===== config.mk =====
export PLATFORM = sky130hd
export DESIGN_NAME = aes_pktbuf
export DESIGN_NICKNAME = d
export VERILOG_FILES = /design/src/rtl/aes_pktbuf_pkg.sv /design/src/rtl/aes_pktbuf_ram.sv /design/src/rtl/aes_pktbuf.sv
export SDC_FILE = /design/constraint.sdc
export NUM_CORES = 1
export LEC_CHECK = 0
export BUFFER_PORTS_ARGS = -buffer_cell sky130_fd_sc_hd__buf_2
export CORE_MARGIN = 10
export CORE_UTILIZATION = 30
export DETAILED_ROUTE_END_ITERATION = 8
export GPL_TIMING_DRIVEN = 0
export PLACE_DENSITY = 0.51
export SLEW_MARGIN = 20
export SYNTH_ARGS = -nofsm -noshare
export SYNTH_HDL_FRONTEND = slang
export SYNTH_HIERARCHICAL = 1
export SYNTH_SLANG_ARGS = --single-unit

===== constraint.sdc =====
create_clock -name clk -period 4.4 [get_ports clk]
set_clock_uncertainty 0.2 [all_clocks]
set_input_delay 0.44 -clock clk [delete_from_list [all_inputs] [get_ports clk]]
set_output_delay 0.44 -clock clk [all_outputs]
set_load 0.05 [all_outputs]

===== src/rtl/aes_pktbuf_pkg.sv =====
// Shared types and constants for the AES packet buffer.
// Covers the 64B and 128B buffer variants.
package aes_pktbuf_pkg;

   typedef enum logic [2:0] {
      EMPTY = 3'd0,
      FILL  = 3'd1,
      PAD   = 3'd2,
      XFORM = 3'd3,
      DRAIN = 3'd4
   } state_t;

   localparam int SBASE_64  = 1;
   localparam int ADDW_64   = 3;
   localparam int NOPKT_64  = 4;
   localparam int SBASE_128 = 2;
   localparam int ADDW_128  = 4;
   localparam int NOPKT_128 = 8;

   localparam int WPP = 4;

endpackage


===== src/rtl/aes_pktbuf_ram.sv =====
// Word store for the packet buffer: one sync write port,
// two async read ports (AES side and host drain side).
module aes_pktbuf_ram #(
   parameter int ADDW = 3
) (
   input  logic          clk,
   input  logic          we,
   input  logic [ADDW:0] wAdd,
   input  logic [31:0]   wData,
   input  logic [ADDW:0] aAdd,
   output logic [31:0]   aData,
   input  logic [ADDW:0] dAdd,
   output logic [31:0]   dData
);

   logic [31:0] mem [2**(ADDW+1)];

   always_ff @(posedge clk) begin
      if (we) mem[wAdd] <= wData;
   end

   assign aData = mem[aAdd];
   assign dData = mem[dAdd];

endmodule


===== src/rtl/aes_pktbuf.sv =====
// Packet holding buffer and batch controller facing the
// AES manager buffer port: fill, pad, transform, drain.
module aes_pktbuf
   import aes_pktbuf_pkg::*;
#(
   parameter int SBASE = SBASE_64,
   parameter int ADDW  = ADDW_64,
   parameter int NOPKT = NOPKT_64
) (
   input  logic           clk,
   input  logic           rst,
   input  logic           HostWr,
   input  logic [31:0]    HostWrData,
   input  logic           HostLast,
   output logic           HostRdy,
   input  logic           HostRd,
   output logic [31:0]    HostRdData,
   output logic           HostRdVld,
   output logic           BatchDone,
   output logic           AesIrdy,
   output logic [SBASE:0] AesSize,
   input  logic           AesTrdy,
   input  logic           AesRd,
   input  logic [ADDW:0]  AesRdAdd,
   output logic [31:0]    AesRdData,
   input  logic           AesWr,
   input  logic [ADDW:0]  AesWrAdd,
   input  logic [31:0]    AesWrData
);

   localparam logic [ADDW+1:0] FULLCNT = (ADDW+2)'(NOPKT*WPP);

   state_t          state;
   logic [ADDW:0]   fPtr;
   logic [ADDW:0]   dPtr;
   logic [ADDW+1:0] wCnt;

   logic [ADDW:0]   fPtrNx;
   logic [ADDW+1:0] wCntNx;
   logic [ADDW+1:0] dPtrNx;
   logic            hostAcc;
   logic            padWr;
   logic            aesAcc;
   logic            popAcc;
   logic            closeFill;
   logic            memWe;
   logic [ADDW:0]   memWa;
   logic [31:0]     memWd;
   logic            unusedAesRd;

   // Reads are asynchronous, so the read strobe carries no information.
   assign unusedAesRd = AesRd;

   function automatic logic [SBASE:0] sizeOf(input logic [ADDW+1:0] n);
      return (SBASE+1)'((n - (ADDW+2)'(1)) >> 2);
   endfunction

   assign fPtrNx    = fPtr + 1'b1;
   assign wCntNx    = wCnt + 1'b1;
   assign dPtrNx    = {1'b0, dPtr} + 1'b1;
   assign HostRdy   = (state == EMPTY) || (state == FILL);
   assign HostRdVld = (state == DRAIN) && ({1'b0, dPtr} != wCnt);
   assign hostAcc   = HostRdy && HostWr;
   assign padWr     = (state == PAD);
   assign aesAcc    = (state == XFORM) && AesWr;
   assign popAcc    = HostRdVld && HostRd;
   assign closeFill = hostAcc && (HostLast || (wCntNx == FULLCNT));
   assign memWe     = hostAcc || padWr || aesAcc;

   always_comb begin
      memWa = fPtr;
      memWd = HostWrData;
      unique case (1'b1)
         aesAcc: begin
            memWa = AesWrAdd;
            memWd = AesWrData;
         end
         padWr:   memWd = '0;
         default: ;
      endcase
   end

   always_ff @(posedge clk or negedge rst) begin
      if (!rst) begin
         state     <= EMPTY;
         fPtr      <= '0;
         dPtr      <= '0;
         wCnt      <= '0;
         AesIrdy   <= 1'b0;
         AesSize   <= '0;
         BatchDone <= 1'b0;
      end else begin
         AesIrdy   <= 1'b0;
         BatchDone <= 1'b0;
         unique case (state)
            EMPTY, FILL: begin
               if (hostAcc) begin
                  fPtr  <= fPtrNx;
                  wCnt  <= wCntNx;
                  state <= FILL;
                  if (closeFill) begin
                     if (fPtrNx[1:0] == 2'd0) begin
                        state   <= XFORM;
                        AesIrdy <= 1'b1;
                        AesSize <= sizeOf(wCntNx);
                     end else begin
                        state <= PAD;
                     end
                  end
               end
            end
            PAD: begin
               fPtr <= fPtrNx;
               wCnt <= wCntNx;
               if (fPtrNx[1:0] == 2'd0) begin
                  state   <= XFORM;
                  AesIrdy <= 1'b1;
                  AesSize <= sizeOf(wCntNx);
               end
            end
            XFORM: begin
               if (AesTrdy) begin
                  state <= DRAIN;
                  dPtr  <= '0;
               end
            end
            DRAIN: begin
               if (popAcc) begin
                  if (dPtrNx == wCnt) begin
                     state     <= EMPTY;
                     wCnt      <= '0;
                     fPtr      <= '0;
                     dPtr      <= '0;
                     BatchDone <= 1'b1;
                  end else begin
                     dPtr <= dPtrNx[ADDW:0];
                  end
               end
            end
            default: state <= EMPTY;
         endcase
      end
   end

   aes_pktbuf_ram #(.ADDW(ADDW)) uRam (
      .clk   (clk),
      .we    (memWe),
      .wAdd  (memWa),
      .wData (memWd),
      .aAdd  (AesRdAdd),
      .aData (AesRdData),
      .dAdd  (dPtr),
      .dData (HostRdData)
   );

endmodule


==> flow_summary.ini, run 1 <==
[synthesis]
synthArstFlopShare_pct = 3.76
synth.cell_area_sq_mm = 0.0245
synth_common_cells = edfxtp_1 (512), mux4_2 (256), a22oi_1 (128)
synth_area_leaders = edfxtp_1 (63%), mux4_2 (24%), a22oi_1 (3.9%), dfrtp_1 (2.0%), nand2_1 (1.2%)
ys_seq_elements = 532
synth.distinct_cells = 49
ys.flop_type = edfxtp_1
synth-edff-count = 512
yosysMostFrequentCell = edfxtp_1
synth_top_area_share_pct = 62.7
avgSynthCellArea_sq_um = 19.5
ys_seq_area_share_pct = 64.7
syn-num-nets = 1339
yosysTopAreaCell = edfxtp_1
synthCells = 1255
synth_warnings = 6

[timing]
rsz0062_at_grt = false
layout_setup_ws_ps = 344
period_minus_slack_ps = 4060
slew_viol_final = 0
finalHoldViolCount = 0
fin_tns_setup_ps = 0
setup_violations = 0
finalCritPeriodShare_pct = 92.2
maxSlewHeadroom_pct = 22.2
hold_ws_ps = 75.6
worstMarginPinSlew_ps = 1170
fmax_ghz = 0.247

[pwr]
clkPwrFrac_pct = 25.6
p_per_area_mw_per_mm2 = 600
ir_drop_mv = 0.456
p_sw_mw = 6.04
p_int_mw = 11.5
comb_power_share_pct = 34.2
power.total_mw = 17.6
p_sw_share_pct = 34.4
p_leak_nw = 9.51
p_seq_share_pct = 40.2

[floorplanning]
start_util_pct = 30.4
ios = 150
core_area_sq_mm = 0.0808
die-area_sq_mm = 0.0936
fp.dieW_um = 306
die_h_um = 306
rows = 104

[routing]
vias = 14400
ant_nets = 0
drcViolationCount = 0
via_per_inst = 5.54
drt-total-wl_um = 79100
drt_iter0_drc = 1382
routedWlPerCell_um = 30.5
dr.pass1.iters = 5

[grt]
antenna_found_initial = 5
grt_pass1_vias = 15200
grt_max_degree = 21
grt_pass1_wl_um = 112000
grt_overflow = 0
grtUsageTotal_pct = 16.6

[place]
pre_cts_ws_ps = 637
place_inst = 2499
dp_hpwl_um = 53800
gp_congestion = 0.763
io_buffer_count = 146

[setup_path]
cp_max_fo = 10
worst_ep_arrival_time_ps = 3420
cp_num_buf_inv = 3
endpoint_kind = primary output
critPathMaxStageDelay_ps = 780
critPathMostFrequentCell = buf_2
worstSetupPathType = flip-flop to primary output
startpoint_type = flip-flop
cp_cell_sequence = clkbuf_1 > buf_2 > mux4_2 > a22oi_1 > nand2_1 > buf_2
cp_top_family = buffers and inverters
rrSetupSlack_ps = 640
critPathRequiredTime_ps = 3760
crit_slowest_cell = clkbuf_1

[clock_network]
clockRootBuffer = clkbuf_16
cts_setup_buffers = 0
clkSinkCount = 532
clkTransAtPathRegs_ps = 60
cts_max_level = 2
cts_buffers = 57
clock_path_buffers = 3
clk_latency_ps = 610
cts_tree = built

[job]
max_cap_violations = 0

[layout]
drive_gt1_share_pct = 38.6
fillCellCount = 7423
nNetsFinal = 1586
regArea_sq_mm = 0.0159
multiInputGateArea_sq_mm = 0.00830
fin_cells = 2597
syn_to_final_growth_pct = 19.4

[run_status]
outcome = finished, final reports clean

[hold_path]
holdCritPathClass = input port to flip-flop
logic make-up after synthesis:
group / after synthesis / synth area share (%)
buffers and inverters: 103 / 2.00
DFF: 532 / 64.7
AOI/OAI and AO/OA: 190 / 6.02
muxes: 262 / 23.8
adders and majority gates: 4 / 0.204
xor gates and xnor gates: 12 / 0.429
and+or+nand+nor: 152 / 2.83
cell usage in the layout (no fill, tap or decap), types with 5 or more instances in the layout:
master and count:
edfxtp_1 512, mux4_2 256, buf_2 168, a22oi_1 128, nand2_1 81, clkbuf_16 57
clkbuf_1 45, a22o_1 32, dfrtp_1 20, buf_4 19, buf_1 18, buf_16 18
nor2_1 15, nor2_4 12, clkinv_1 11, clkinv_2 11, buf_8 10, xor2_1 7
nor2b_1 7, buf_12 7, mux2_2 6, a21oi_1 5, xnor2_1 5, o21ai_0 5
final cells by class:
class                   instances  share of cell area [%]
clock inverters                28                   0.795
repair buffers                188                    5.43
diodes                          1                 0.00855
multi-input cells             620                    28.3
clock buffers                  65                    4.97
well taps                    1060                    4.53
flip-flops and latches        532                    54.2
inverters                       2                  0.0256
plain buffers                 101                    1.68
tightest hold or removal path, cell delays in order:
cell     delay, ps
buf_2           80
o21ai_0        120
o21a_1         190
worst paths after layout:
check | endpoint | from | cells after the start
worst max-delay path | HostRdData[14] | dPtr[1]$_DFFE_PN0P_ | 6
worst min-delay path | state[0]$_DFFE_PN0P_ | HostLast | 3
worst max register to register | uRam/mem[8][16]$_DFFE_PP_ | state[1]$_DFFE_PN0P_ | 9
worst min register to register | AesSize[1]$_DFFE_PN0P_ | AesSize[1]$_DFFE_PN0P_ | 1
max in group asynchronous | fPtr[1]$_DFFE_PN0P_ | rst | 2
min in group asynchronous | AesSize[0]$_DFFE_PN0P_ | rst | 2
layer usage:
layer  wire, um  share of wire (%)  global-route usage [%]  up-vias
li1           -                  -                       -     5934
met1      33300                 42                    22.2     7720
met2      37100                 47                    26.5      609
met3       6190                7.8                    3.77      118
met4       2490                3.1                    5.43        6
met5         36              0.045                       0        -
through the flow:
step	utilization (%)	area (sq um)
2_1_floorplan	-	24500
3_3_place_gp	32.9	26600
3_5_place_dp	34.1	27500
4_1_cts	36.2	29300
5_1_grt	36.2	29300
6_report	36.2	29300
power groups by stage:
stage | clock [mW] | combinational (mW) | sequential, mW
floorplan | 0 | 3.81 | 7.12
global placement | 0 | 5.57 | 7.19
detailed placement | 0 | 6.06 | 7.17
CTS | 4.60 | 6.09 | 7.07
global route | 4.81 | 6.39 | 7.14
finish | 4.49 | 6.01 | 7.07
what timing repair did:
action / in CTS / in global routing
hold endpoints to repair: 22 / 0
gates resized for setup: 0 / 0
hold buffers: 4 / 0
flip-flops by register name, summed over array words and instances, names as in the netlist:
| signal | count |
|---|---|
| AesIrdy | 1 |
| fPtr | 4 |
| uRam/mem | 512 |
| dPtr | 4 |
| AesSize | 2 |
| BatchDone | 1 |
| state | 3 |
| wCnt | 5 |
Power figures use the tool's default switching activity.
==> inputs of run 2 (changes only) <==
--- a/config.mk
+++ b/config.mk
@@ -6,11 +6,13 @@
 export NUM_CORES = 1
 export LEC_CHECK = 0
 export BUFFER_PORTS_ARGS = -buffer_cell sky130_fd_sc_hd__buf_2
+export CELL_PAD_IN_SITES_DETAIL_PLACEMENT = 1
+export CELL_PAD_IN_SITES_GLOBAL_PLACEMENT = 1
 export CORE_MARGIN = 10
 export CORE_UTILIZATION = 30
 export DETAILED_ROUTE_END_ITERATION = 8
 export GPL_TIMING_DRIVEN = 0
-export PLACE_DENSITY = 0.51
+export PLACE_DENSITY = 0.56
 export SLEW_MARGIN = 20
 export SYNTH_ARGS = -nofsm -noshare
 export SYNTH_HDL_FRONTEND = slang
==> run 2 against run 1 <==
Against the previous run: register-to-register slack got worse by 220 ps; utilization rose by 0.50 points; critical path type unchanged; power rose by 5.0%; non-clock buffer count shrank 3; maximum frequency shrank 2.6%; final cell count rose by 0.54%; routed wire length up 4.5%.
==> flow_summary.ini, run 2 (synthesized netlist as in run 1, its figures left out) <==
[grt]
grt_max_degree = 21
grtUsageTotal_pct = 17.3
grt_pass1_vias = 15800
grt_pass1_wl_um = 116000
antenna_found_initial = 3
grt_overflow = 0

[setup_path]
worstSetupPathType = flip-flop to primary output
worst_ep_arrival_time_ps = 3520
startpoint_type = flip-flop
endpoint = HostRdData[13]
endpoint_kind = primary output
rrSetupSlack_ps = 420
cp_max_fo = 10
r2r_cells = 9
r2r-start = state[1]$_DFFE_PN0P_
critPathRequiredTime_ps = 3760
worst_r2r_endpoint = uRam/mem[0][31]$_DFFE_PP_
startpoint = dPtr[1]$_DFFE_PN0P_

[routing]
vias = 14600
routedWlPerCell_um = 31.7
ant_nets = 0
drt_iter0_drc = 1232
via_per_inst = 5.59
drcViolationCount = 0
dr.pass1.iters = 5
drt-total-wl_um = 82700

[pwr]
power.total_mw = 18.4
p_per_area_mw_per_mm2 = 621
ir_drop_mv = 0.346
p_leak_nw = 9.69

[timing]
period_minus_slack_ps = 4160
rsz0062_at_grt = false
hold_ws_ps = 29.9
slew_viol_final = 0
maxSlewHeadroom_pct = 25.1
fin_tns_setup_ps = 0
fmax_ghz = 0.240
finalHoldViolCount = 0
layout_setup_ws_ps = 237
worstMarginPinSlew_ps = 1120
finalCritPeriodShare_pct = 94.6
setup_violations = 0

[floorplanning]
die_h_um = 306
die-area_sq_mm = 0.0936
core_area_sq_mm = 0.0808
fp.dieW_um = 306
ios = 150
start_util_pct = 30.4
rows = 104

[job]
max_cap_violations = 0

[clock_network]
clk_latency_ps = 620
clock_path_buffers = 3
cts_tree = built
cts_max_level = 2
clkSinkCount = 532
clkTransAtPathRegs_ps = 60
clockRootBuffer = clkbuf_16
cts_buffers = 58

[place]
io_buffer_count = 146
gp_congestion = 0.746
pre_cts_ws_ps = 326
dp_hpwl_um = 57300

[layout]
fillCellCount = 7945
nNetsFinal = 1584
syn_to_final_growth_pct = 21.0
largest_reg_flops = 512
final_common_cell = edfxtp_1
final_cell_mix = edfxtp_1 (512), mux4_2 (256), buf_2 (168), a22oi_1 (128), nand2_1 (81)
top_regs = uRam/mem x512, wCnt x5
top_register = uRam/mem
drive_gt1_share_pct = 39.2

[hold_path]
holdCritPathClass = input port to flip-flop

[run_status]
outcome = finished, final reports clean
[run 2: worst min path at each step]
| stage | startpoint | endpoint | slack (ps) | cells past startpoint |
|---|---|---|---|---|
| detailed placement | rst | AesSize[0]$_DFFE_PN0P_ | 250 | 1 |
| floorplan | rst | AesIrdy$_DFF_PN0_ | -60 | 0 |
| global placement | rst | AesSize[0]$_DFFE_PN0P_ | 240 | 1 |
| finish | HostLast | state[1]$_DFFE_PN0P_ | 30 | 3 |
| global route | HostLast | state[1]$_DFFE_PN0P_ | 50 | 3 |
| CTS | HostLast | state[1]$_DFFE_PN0P_ | 6 | 3 |
[run 2: critical path, cell delays in order, from the launching register on]
cell	delay (ps)
dfrtp_1	500
clkbuf_1	810
buf_2	570
mux4_2	380
a22oi_1	170
nand2_1	200
buf_2	270
[run 2: cell type report]
class                      count  area [sq um]  share of cell area [%]
buffer                       101           490                    1.65
tap                         1060          1330                    4.47
timing repair buffer         185          1610                    5.43
sequential                   532         15900                    53.5
clock inverter                34           443                    1.49
inverter                       2          7.51                  0.0253
multi-input combinational    620          8300                    27.9
antenna                        1          2.50                 0.00843
clock buffer                  76          1630                    5.50
[run 2: timing repair]
action                                 CTS  global route
hold buffers                             3             0
gates resized for setup                  0             0
setup buffers                            0             0
endpoints found under the hold margin   22             0
[run 2: where the power goes]
group          internal, mW  total (mW)  switching (mW)
Combinational          2.18        6.06            3.89
Clock                  3.24        5.29            2.05
Sequential             6.78        7.08           0.306
Total                  12.2        18.4            6.24
[run 2: metal layers]
layer / share of wire (%) / vias up / GRT usage [%]
met4: 2.0 / 4 / 3.98
met5: 0.044 / - / 0
li1: - / 5939 / -
met3: 7.0 / 98 / 4.29
met2: 49 / 527 / 29.0
met1: 42 / 8035 / 22.4
[run 2: per-stage QoR]
step	cell area, sq um	utilization, %	std cells
floorplan	24500	-	1255
global placement	26600	32.9	2461
detailed placement	27600	34.1	2497
CTS	29700	36.7	2610
global route	29700	36.7	2610
finish	29700	36.7	2611
